### src/rtl/if_fetch_queue.sv
// ---------------------------------------------------------------------------
// if_fetch_queue
//   DEPTH-entry FIFO between instruction fetch and decode. Each entry holds
//   {pc, pc_4, instruction}. Valid/ready handshake on both sides, synchronous
//   flush for branch/jump redirect, and a NOP bubble presented when empty.
//
//   Optional feature macro: IFQ_BYPASS_EN
//     When defined, an empty queue forwards the incoming tuple to the output
//     combinationally in the same cycle. A tuple that decode takes in that
//     cycle is never written to storage.
//     When undefined, there is no input-to-output combinational path, and a
//     pushed tuple appears one cycle later.
// ---------------------------------------------------------------------------
module if_fetch_queue #(
  parameter int                XLEN  = 32,
  parameter int                DEPTH = 4,
  parameter logic [XLEN-1:0]   NOP   = 32'h00000013
) (
  input  logic                       clk,
  input  logic                       reset_n,
  input  logic                       flush,
  input  logic                       in_valid,
  output logic                       in_ready,
  input  logic [XLEN-1:0]            in_pc,
  input  logic [XLEN-1:0]            in_pc_4,
  input  logic [XLEN-1:0]            in_instr,
  output logic                       out_valid,
  input  logic                       out_ready,
  output logic [XLEN-1:0]            out_pc,
  output logic [XLEN-1:0]            out_pc_4,
  output logic [XLEN-1:0]            out_instr,
  output logic [$clog2(DEPTH+1)-1:0] count
);

  localparam int AW = $clog2(DEPTH);
  localparam int CW = $clog2(DEPTH+1);

  localparam logic [CW-1:0] C_ZERO  = {CW{1'b0}};
  localparam logic [CW-1:0] C_ONE   = CW'(1);
  localparam logic [CW-1:0] C_DEPTH = CW'(DEPTH);
  localparam logic [AW-1:0] P_ZERO  = {AW{1'b0}};
  localparam logic [AW-1:0] P_ONE   = AW'(1);

  // Storage (deliberately not reset: contents are meaningless while count==0)
  logic [XLEN-1:0] r_mem_pc    [DEPTH];
  logic [XLEN-1:0] r_mem_pc_4  [DEPTH];
  logic [XLEN-1:0] r_mem_instr [DEPTH];

  // Control state
  logic [AW-1:0] r_wr_ptr;
  logic [AW-1:0] r_rd_ptr;
  logic [CW-1:0] r_count;

  // Combinational control
  logic w_empty;
  logic w_full;
  logic w_bypass;
  logic w_out_valid;
  logic w_push;
  logic w_pop;
  logic w_through;
  logic w_wr_en;
  logic w_rd_en;

  // Occupancy flags, bypass qualification and handshake decode
  always_comb begin
    w_empty     = (r_count == C_ZERO);
    w_full      = (r_count == C_DEPTH);
`ifdef IFQ_BYPASS_EN
    // Forward only into an empty queue and never while redirecting
    w_bypass    = w_empty & in_valid & ~flush;
    w_out_valid = ~flush & (~w_empty | w_bypass);
`else
    w_bypass    = 1'b0;
    w_out_valid = ~w_empty;
`endif
    // in_ready depends on occupancy only, so a full queue refuses input
    // even when decode frees a slot in the same cycle
    w_push      = in_valid & ~w_full;
    w_pop       = w_out_valid & out_ready;
    // A forwarded tuple consumed immediately never touches storage
    w_through   = w_bypass & out_ready;
    // Flush discards any push or pop in the same cycle
    w_wr_en     = w_push & ~w_through & ~flush;
    w_rd_en     = w_pop  & ~w_through & ~flush;
  end

  // Occupancy counter: +1 on write only, -1 on read only, else hold
  always_ff @(posedge clk or negedge reset_n) begin
    if (!reset_n) begin
      r_count <= C_ZERO;
    end else if (flush) begin
      r_count <= C_ZERO;
    end else begin
      case ({w_wr_en, w_rd_en})
        2'b10:   r_count <= r_count + C_ONE;
        2'b01:   r_count <= r_count - C_ONE;
        default: r_count <= r_count;
      endcase
    end
  end

  // Write/read pointers; DEPTH is a power of two so they wrap naturally
  always_ff @(posedge clk or negedge reset_n) begin
    if (!reset_n) begin
      r_wr_ptr <= P_ZERO;
      r_rd_ptr <= P_ZERO;
    end else if (flush) begin
      r_wr_ptr <= P_ZERO;
      r_rd_ptr <= P_ZERO;
    end else begin
      if (w_wr_en) begin
        r_wr_ptr <= r_wr_ptr + P_ONE;
      end else begin
        r_wr_ptr <= r_wr_ptr;
      end
      if (w_rd_en) begin
        r_rd_ptr <= r_rd_ptr + P_ONE;
      end else begin
        r_rd_ptr <= r_rd_ptr;
      end
    end
  end

  // Tuple storage written at the tail on an accepted push
  always_ff @(posedge clk) begin
    if (w_wr_en) begin
      r_mem_pc[r_wr_ptr]    <= in_pc;
      r_mem_pc_4[r_wr_ptr]  <= in_pc_4;
      r_mem_instr[r_wr_ptr] <= in_instr;
    end
  end

  // Output selection: head entry, forwarded input, or the empty NOP bubble
  always_comb begin
    out_pc    = {XLEN{1'b0}};
    out_pc_4  = {XLEN{1'b0}};
    out_instr = NOP;
    if (w_out_valid) begin
      if (w_bypass) begin
        out_pc    = in_pc;
        out_pc_4  = in_pc_4;
        out_instr = in_instr;
      end else begin
        out_pc    = r_mem_pc[r_rd_ptr];
        out_pc_4  = r_mem_pc_4[r_rd_ptr];
        out_instr = r_mem_instr[r_rd_ptr];
      end
    end else begin
      out_pc    = {XLEN{1'b0}};
      out_pc_4  = {XLEN{1'b0}};
      out_instr = NOP;
    end
  end

  // Handshake and occupancy outputs
  always_comb begin
    out_valid = w_out_valid;
    in_ready  = ~w_full;
    count     = r_count;
  end

endmodule

### config.mk
export PLATFORM = sky130hd
export DESIGN_NAME = if_fetch_queue
export DESIGN_NICKNAME = d
export VERILOG_FILES = /design/src/rtl/if_fetch_queue.sv
export SDC_FILE = /design/constraint.sdc
export NUM_CORES = 1
export LEC_CHECK = 0
export CAP_MARGIN = 20
export CORE_UTILIZATION = 42
export DETAILED_ROUTE_END_ITERATION = 16
export PLACE_DENSITY_LB_ADDON = 0.25
export SLEW_MARGIN = 25
export SYNTH_ARGS = -nofsm -noshare
export SYNTH_HDL_FRONTEND = slang
export SYNTH_SLANG_ARGS = --single-unit
### constraint.sdc
create_clock -name clk -period 3.5 [get_ports clk]
set_input_delay 0.35 -clock clk [delete_from_list [all_inputs] [get_ports clk]]
set_output_delay 0.35 -clock clk [all_outputs]
set_load 0.05 [all_outputs]
# Word level (Yosys, flattened, before mapping)
# Memories as Yosys holds them, arrays and structs flattened.
# Cells that the tools add are included.
[totals] out_inout_bits=101 regBits=7 inputBits=101 mem_bits_rw=384 wordCells=35 memories=3
[classes] bitwise=7 n_eq_ne=3 add_sub_neg=4 n_mux=11 reduce_logical=4
[memory_table] memory="r_mem_instr" words=4 width=32 read_ports=1 rd_ports_with_merged_regs=0 write_ports=1 line_no="47" text="logic [XLEN-1:0] r_mem_instr [DEPTH];"
[memory_table] memory="r_mem_pc" words=4 width=32 read_ports=1 rd_ports_with_merged_regs=0 write_ports=1 line_no="45" text="logic [XLEN-1:0] r_mem_pc [DEPTH];"
[memory_table] memory="r_mem_pc_4" words=4 width=32 read_ports=1 rd_ports_with_merged_regs=0 write_ports=1 line_no="46" text="logic [XLEN-1:0] r_mem_pc_4 [DEPTH];"
[op_table] cell="32-bit two-way mux" n=3
[op_table] cell="2-bit two-way mux" n=4
[op_table] cell="3-bit one-hot mux with 2 select lines" n=1
[op_table] cell="2-bit by 1-bit adder with 2-bit output, second input constant" n=2
[op_table] cell="1-bit bitwise AND" n=4
[op_table] cell="2-bit nonzero test" n=2
[op_table] cell="3-bit by 1-bit adder with 3-bit output, second input constant" n=1
[op_table] cell="3-bit == test, second input constant" n=1
[op_table] cell="3-bit zero test" n=1
[op_table] cell="3-bit two-way mux" n=1
[op_table] cell="1-bit NOT" n=3
[op_table] cell="3-bit nonzero test" n=1
[op_table] cell="3-bit by 1-bit subtractor with 3-bit output, second input constant" n=1
[op_table] cell="2-bit by 1-bit == test with 1-bit output, second input constant" n=1
[op_table] cell="2-bit == test, second input constant" n=1
[op_table] cell="1-bit two-way mux" n=2

# Longest topological paths before layout
# Gate-level depths: netlist of run 1.
[logic_depth] depth_word=7 mapped_depth=8 mapped_depth_nobuf=7

# Least setup slack after synthesis of run 1
# No wires, ideal clock.
[synth_timing] path_kind="register to register" start="register r_count[0] (netlist: count[0])" end="memory r_mem_instr[0][0], enable pin" stages_incl_launch_ff=5 slack_ps=-526 setup_time_ps=466 required_ps=3034 t_arrival_ps=3560 path_cell_list="dfrtp_1 buf_2 nor3b_1 nor3_1 and2_1"
[synth_via] elab_chain_len=6
[synth_rtl] element="start, declared" line_no="52" text="logic [CW-1:0] r_count;"
[synth_rtl] element="start signal, assigned" line_no="96" text="2'b10: r_count <= r_count + C_ONE;"
[synth_rtl] element="start signal, assigned" line_no="97" text="2'b01: r_count <= r_count - C_ONE;"
[synth_rtl] element="start signal, assigned" line_no="98" text="default: r_count <= r_count;"
[synth_rtl] element="3-bit == test" line_no="68" text="w_full = (r_count == C_DEPTH);"
[synth_rtl] element="1-bit NOT" line_no="79" text="w_push = in_valid & ~w_full;"
[synth_rtl] element="1-bit bitwise AND" line_no="79"
[synth_rtl] element="1-bit bitwise AND" line_no="84" text="w_wr_en = w_push & ~w_through & ~flush;"
[synth_rtl] element="1-bit two-way mux" line_no="127" text="if (w_wr_en) begin"
[synth_rtl] element="1-bit two-way mux (implied by the code)" line_no="130" text="r_mem_instr[r_wr_ptr] <= in_instr;"
[synth_rtl] element="end, declared" line_no="47"
# Every way passes these cells.

# Final worst setup path of run 1
[layout_timing] start="register r_rd_ptr[0]" end="output out_pc[17]"
[layout_via] elab_chain_len=2
[layout_rtl] element="start, declared" line_no="51" text="logic [AW-1:0] r_rd_ptr;"
[layout_rtl] element="start signal, assigned" line_no="118" text="r_rd_ptr <= r_rd_ptr + P_ONE;"
[layout_rtl] element="start signal, assigned" line_no="120" text="r_rd_ptr <= r_rd_ptr;"
[layout_rtl] element="memory read 4 x 32 bit"
[layout_rtl] element="32-bit two-way mux" line_no="139" text="if (w_out_valid) begin"
[layout_rtl] element="end, declared" line_no="29" text="output logic [XLEN-1:0] out_pc,"
# Every way passes these cells.

==> results of run 1 <==
## critical path: cells and delay by family (launching register included)
kind / cells / cell delay (ns)
DFF: 1 / 0.72
muxes: 1 / 0.51
buffers and inverters: 2 / 1.03
and+or+nand+nor: 1 / 0.17
## cell type report
cell class                      count  area [um2]
Fill cell                        2737       15750
Sequential cell                   391       11710
Multi-Input combinational cell    242        3132
Timing Repair Buffer              231        2475
Clock buffer                       54        1075
Tap cell                          455       569.3
Clock inverter                     17       138.9
Inverter                            7       26.28
Antenna cell                        1       2.502
## worst paths after layout
| kind | end | slack (ns) |
|---|---|---|
| worst max-delay path | out_pc[17] | 0.18 |
| worst min-delay path | r_rd_ptr[0] | 0.1 |
| worst max register to register | r_mem_pc_4[2][24] | 1.27 |
| worst min register to register | r_wr_ptr[1] | 0.60 |
| max in group asynchronous | r_rd_ptr[1] | 3.12 |
| min in group clk | r_mem_pc[1][23] | 0.47 |
## placed cells by master, fill, tap and decap left out, drive strengths merged, types with 2 or more instances in the layout
| cell type | n |
|---|---|
| nand2b | 2 |
| edfxtp | 384 |
| buf | 30 |
| mux4 | 96 |
| nand3 | 2 |
| inv | 9 |
| or2 | 3 |
| a21oi | 6 |
| a2111oi | 2 |
| nor3b | 2 |
| dfrtp | 7 |
| nor3 | 3 |
| bufinv | 2 |
| o21ai | 3 |
| and2 | 97 |
| nand3b | 2 |
| clkdlybuf4s50 | 201 |
| clkbuf | 54 |
| nor2 | 4 |
| clkinv | 12 |
| ha | 4 |
| xor2 | 3 |
## sequential cells by signal, indices dropped and copies added, names as in the netlist
register and count:
r_mem_instr 128, r_mem_pc 128, r_mem_pc_4 128, count 3, r_rd_ptr 2, r_wr_ptr 2
## cell families (layout without fill, tap and decap cells)
| family | Yosys count | after routing | synth area share (%) |
|---|---|---|---|
| AOI/OAI and AO/OA | 18 | 18 | 0.7729 |
| xor gates and xnor gates | 4 | 4 | 0.2327 |
| muxes | 96 | 96 | 14.36 |
| DFF | 391 | 391 | 77.74 |
| adders and majority gates | 5 | 5 | 0.4653 |
| buffers and inverters | 45 | 309 | 1.529 |
| and+or+nand+nor | 119 | 119 | 4.902 |
| other | 0 | 1 | 0 |
## power by group through the flow
stage / sequential (mW) / combinational (mW) / clock (mW)
2_1_floorplan: 5.45 / 1.94 / 0
3_3_place_gp: 5.48 / 2.95 / 0
3_5_place_dp: 5.49 / 2.96 / 0
4_1_cts: 5.39 / 2.97 / 4.06
5_1_grt: 5.40 / 3.08 / 4.23
6_report: 5.39 / 2.92 / 3.96
## metal layers
layer  GRT usage [%]  share of wire [%]  up-vias
met1           22.27                 43     3760
met5               0                  0        -
met4           4.182                1.8        0
met3           3.580                6.0       41
li1                -                  -     3233
met2           27.03                 49      210
==> summary.txt, run 1 <==
Setup path
  – CP cell instances: buf_4 -> mux4_2 -> and2_1 -> clkdlybuf4s50_1
  – Setup CP Type: reg -> out
  – Critical path launch point type: flop
  – Reg2reg start: count[1]
  – Critical path data required time: 3.15 ns
  – R2r worst-path depth: 4
  – Crit-path max cell delay: 0.73 ns
  – Slowest CP cell: clkdlybuf4s50_1
  – Crit path DAT: 2.97 ns
  – Endpoint type of the worst setup path: output port
  – CP Launch Point: r_rd_ptr[0]
  – CP Max Fanout: 19

CTS
  – Post-cts hold buffer count: 0
  – Clk sinks: 391
  – CTS Buffer Depth: 3
  – Clk Latency, worst-skew pair: 0.52 ns
  – Clock-pin slew on the worst setup and hold paths: 0.06 ns
  – TritonCTS clock tree: built
  – Post-CTS Setup Inserts: 0
  – Max H-tree Level: 2
  – Cts bufs inserted: 41
  – # resized after CTS: 0
  – Root buffer cell: clkbuf_16

Synthesis
  – Avg Inst Size Synth: 22.21 um2
  – Netlist Area Pre-Place: 15060 um2
  – Seq/Total Area, Yosys: 77.74%
  – Post-synth net total: 784
  – Top cells by count, synth: edfxtp_1 (384), and2_1 (97), mux4_2 (96)
  – Synth area leaders: edfxtp_1 (77%), mux4_2 (14%), and2_1 (4.0%), dfrtp_1 (1.2%), buf_2 (0.53%)
  – Count leader, synth: edfxtp_1
  – Area leader, netlist: edfxtp_1
  – Post-synth top flop: edfxtp_1
  – #FFs+latches synth: 391
  – Synth top area share: 76.58%
  – Yosys warnings: 0
  – Asr flop ratio synth: 1.790%
  – Gate Count Post-Synth: 678
  – Number of synthesized flops with an enable pin: 384
  – Post-synthesis cell type count: 37

Placement
  – Area of placed instances: 17920 um2
  – Gp weighted congestion: 0.6960
  – Port Buf Inserts: 201
  – Dpl cells: 1326
  – Final HPWL DP: 18110 um
  – Placement Setup Slack: 0.6513 ns

Global routing
  – Largest net degree at the start of global routing: 58
  – Initial antenna violation count: 1
  – First-pass GRT wire length: 45050 um
  – Grt ovf: 0
  – Vias in the first global route: 7699
  – Total GRT Usage: 16.43%

Run status
  – Outcome: completed

Power and ir drop
  – Combinational Power Share: 23.8%
  – Worst VDD drop: 0.0004894 V
  – Clock power frac: 32.3%
  – Leak pwr: 6.059 nW
  – Register share of total power: 43.9%
  – Switch Pwr: 3.475 mW
  – Total Power: 12.26 mW
  – Switching part of the total power: 28.34%
  – Power Dens Cells: 640.9 nW/um2
  – Int Pwr: 8.786 mW

Route
  – Vias per inst: 5.182
  – DR WL/cell: 21.36 um
  – Post-route ant nets: 0
  – Via Count: 7244
  – Detailed Routing Iterations Pass 1: 4
  – DRC: 0
  – Iter 0 DRT Violations: 451
  – DRT Wirelength: 29870 um

Timing
  – WHS: 0.09639 ns
  – Final Hold Viols: 0
  – Final setup vio count: 0
  – Clk_skew: 0.01308 ns
  – RSZ-0062 raised after global routing: false
  – Fin Setup TNS: 0 ns
  – Slew headroom: 60.78%
  – Setup ws final: 0.1792 ns
  – Slew Viols, Final: 0
  – Crit path time final: 3.321 ns
  – Tcrit/Tclk final: 94.88%
  – Worst slew pin tran: 0.5865 ns
  – Fmax: 301.1 MHz

Die
  – Die ar.: 36610 um2
  – Io pins: 202
  – Die width: 191.4 um
  – Die Span Y: 191.4 um
  – Initial cell density of the core: 43.17%
  – Row count: 68
  – Area of the core: 34880 um2

Final layout
  – Fin area: 19130 um2
  – Syn-to-layout area delta: 27.05%
  – Layout Cells excl Fill: 1398
  – Layout cell share with drive strength beyond 1: 19.96%
  – Nets@finish: 1020
  – Final core occ: 54.85%

Hold path
  – Worst min path class: in -> async

Flow run
  – Max Cap Violations: 0
No activity file was read; power rests on OpenSTA's default activity.
==> run 2: changes to the inputs <==
--- a/config.mk
+++ b/config.mk
@@ -6,9 +6,10 @@
 export NUM_CORES = 1
 export LEC_CHECK = 0
 export CAP_MARGIN = 20
-export CORE_UTILIZATION = 42
+export CORE_UTILIZATION = 40
 export DETAILED_ROUTE_END_ITERATION = 16
 export PLACE_DENSITY_LB_ADDON = 0.25
+export SETUP_SLACK_MARGIN = 0.4
 export SLEW_MARGIN = 25
 export SYNTH_ARGS = -nofsm -noshare
 export SYNTH_HDL_FRONTEND = slang
==> run 2 against run 1 <==
  * Clock skew fell by 0.00073 ns
  * Flip-flop and latch count did not move
  * First-iteration DRC count fell by 36%
  * Total power rose by 0.77%
  * Worst setup slack improved by 0.40 ns
  * Via count fell by 0.51%
  * Global-route usage fell by 0.41 points
  * Clock power rose by 7.3%
  * Final area fell by 0.45%
  * Critical path type unchanged
  * Critical endpoint is now out_pc_4[3]
  * Largest power group unchanged
==> summary.txt, run 2 (same netlist as run 1, synthesis figures left out) <==
Timing
  – Final Hold Viols: 0
  – Slew Viols, Final: 0
  – Fmax: 342.8 MHz
  – Crit path time final: 2.917 ns
  – Fin Setup TNS: 0 ns
  – Clk_skew: 0.01235 ns
  – RSZ-0062 raised after global routing: false
  – Slew headroom: 61.28%
  – Tcrit/Tclk final: 83.35%
  – Final setup vio count: 0
  – Setup ws final: 0.5827 ns
  – Worst slew pin tran: 0.5831 ns

Hold path
  – Worst min path class: in -> async

Die
  – Area of the core: 36790 um2
  – Row count: 70
  – Initial cell density of the core: 40.94%
  – Io pins: 202
  – Die ar.: 38430 um2
  – Die Span Y: 196.0 um
  – Die width: 196.0 um

Power and ir drop
  – Switch Pwr: 3.562 mW
  – Int Pwr: 8.793 mW
  – Leak pwr: 6.432 nW
  – Worst VDD drop: 0.0004113 V
  – Register share of total power: 43.4%
  – Power Dens Cells: 648.7 nW/um2
  – Switching part of the total power: 28.83%
  – Combinational Power Share: 22.2%
  – Clock power frac: 34.4%

Global routing
  – Largest net degree at the start of global routing: 95
  – First-pass GRT wire length: 46050 um
  – Total GRT Usage: 16.03%
  – Initial antenna violation count: 0
  – Grt ovf: 0
  – Vias in the first global route: 7950

Setup path
  – Crit-path max cell delay: 0.61 ns
  – Setup CP Type: reg -> out
  – CP Launch Point: count[1]
  – Critical path launch point type: flop
  – Endpoint type of the worst setup path: output port
  – CP Max Fanout: 94
  – Crit path DAT: 2.57 ns
  – R2R Setup Slk: 1.19 ns
  – Critical path data required time: 3.15 ns
  – Reg2reg start: count[2]
  – Slowest CP cell: dfrtp_1
  – RR Endpoint: r_mem_pc[2][4]
  – Critical path capture point: out_pc_4[3]
  – R2r worst-path depth: 4
  – CP cell instances: nor3_4 -> inv_2 -> buf_12 -> and2_1 -> dlygate4sd2_1

Final layout
  – Syn-to-layout area delta: 26.48%
  – Nets@finish: 1014
  – Largest regs: r_mem_instr (128), r_mem_pc (128), r_mem_pc_4 (128)
  – Inserted Diodes: 0
  – Fin area: 19050 um2
  – Layout cell share with drive strength beyond 1: 20.15%
  – Fillcell total: 3032
  – Most common cell after layout, fill and taps aside: edfxtp_1
  – Commonest cells after routing, fill and taps aside: edfxtp_1 (384), clkdlybuf4s50_1 (104), mux4_2 (96), dlygate4sd2_1 (96), and2_1 (93)

Route
  – DR WL/cell: 21.17 um
  – Post-route ant nets: 0
  – DRC: 0
  – DRT Wirelength: 29770 um
  – Vias per inst: 5.126
  – Via Count: 7207
  – Iter 0 DRT Violations: 288
  – Detailed Routing Iterations Pass 1: 4

CTS
  – CTS Buffer Depth: 3
  – Root buffer cell: clkbuf_16
  – Clk sinks: 391
  – Clock-pin slew on the worst setup and hold paths: 0.06 ns
  – Post-cts hold buffer count: 0
  – Max H-tree Level: 2
  – Cts bufs inserted: 42
  – TritonCTS clock tree: built
  – Clk Latency, worst-skew pair: 0.55 ns

Placement
  – Area of placed instances: 17790 um2
  – Port Buf Inserts: 201
  – Gp weighted congestion: 0.6846
  – Placement Setup Slack: 0.6899 ns
  – Final HPWL DP: 17090 um

Run status
  – Outcome: completed

Flow run
  – Max Cap Violations: 0
run 2: worst max-delay path, delay by kind of cell, from the launching register on:
kind	cells	cell delay (ns)
buffers and inverters	3	0.96
AND/OR/NAND/NOR	2	0.38
flip-flops	1	0.61
run 2: final cells by class:
type                    count  area (um2)  share of cell area, %
clock inverters            22       185.2                 0.9723
flip-flops and latches    391       11710                  61.50
multi-input cells         242        3138                  16.48
well taps                 468       585.6                  3.074
clock buffers              52        1130                  5.932
repair buffers            224        2267                  11.90
inverters                   7       26.28                 0.1380
run 2: stage by stage:
step,utilization (%),instances,total power [mW],hold WS (ns)
after detailed placement,48.37,1329,8.425,0.5923
after global placement,48.37,1329,8.417,0.6055
after floorplan,-,678,7.391,0.05441
final,51.78,1406,12.36,0.08941
after CTS,51.77,1406,12.54,0.06696
after global routing,51.78,1406,12.79,0.08612
run 2: metal layers:
metal	vias to the layer above	GRT usage [%]	wire length, um
li1	3218	-	-
met1	3772	20.93	12970
met2	165	26.78	14810
met3	52	3.008	1281
met4	0	6.076	708
met5	-	0	0
run 2: power by group through the flow:
| stage | Combinational [mW] | Sequential [mW] | Clock [mW] |
|---|---|---|---|
| global route | 2.92 | 5.37 | 4.51 |
| detailed placement | 2.95 | 5.48 | 0 |
| global placement | 2.95 | 5.47 | 0 |
| finish | 2.75 | 5.36 | 4.25 |
| floorplan | 1.94 | 5.45 | 0 |
| CTS | 2.81 | 5.36 | 4.37 |
run 2: what timing repair did:
action | CTS | global route
buffers inserted | 3 | 0
cloned | 0 | 0
gates resized for setup | 97 | 1
setup endpoints to repair | 96 | 1
run 2: worst min path at each step:
| stage | start | to | slack (ns) | cells past startpoint |
|---|---|---|---|---|
| final | reset_n | count[1] | 0.09 | 1 |
| after global routing | reset_n | count[1] | 0.09 | 1 |
| after CTS | reset_n | count[1] | 0.07 | 1 |
| after detailed placement | r_wr_ptr[1] | r_wr_ptr[1] | 0.59 | 2 |
| after global placement | r_wr_ptr[0] | r_wr_ptr[0] | 0.61 | 2 |
| after floorplan | reset_n | count[0] | 0.05 | 0 |
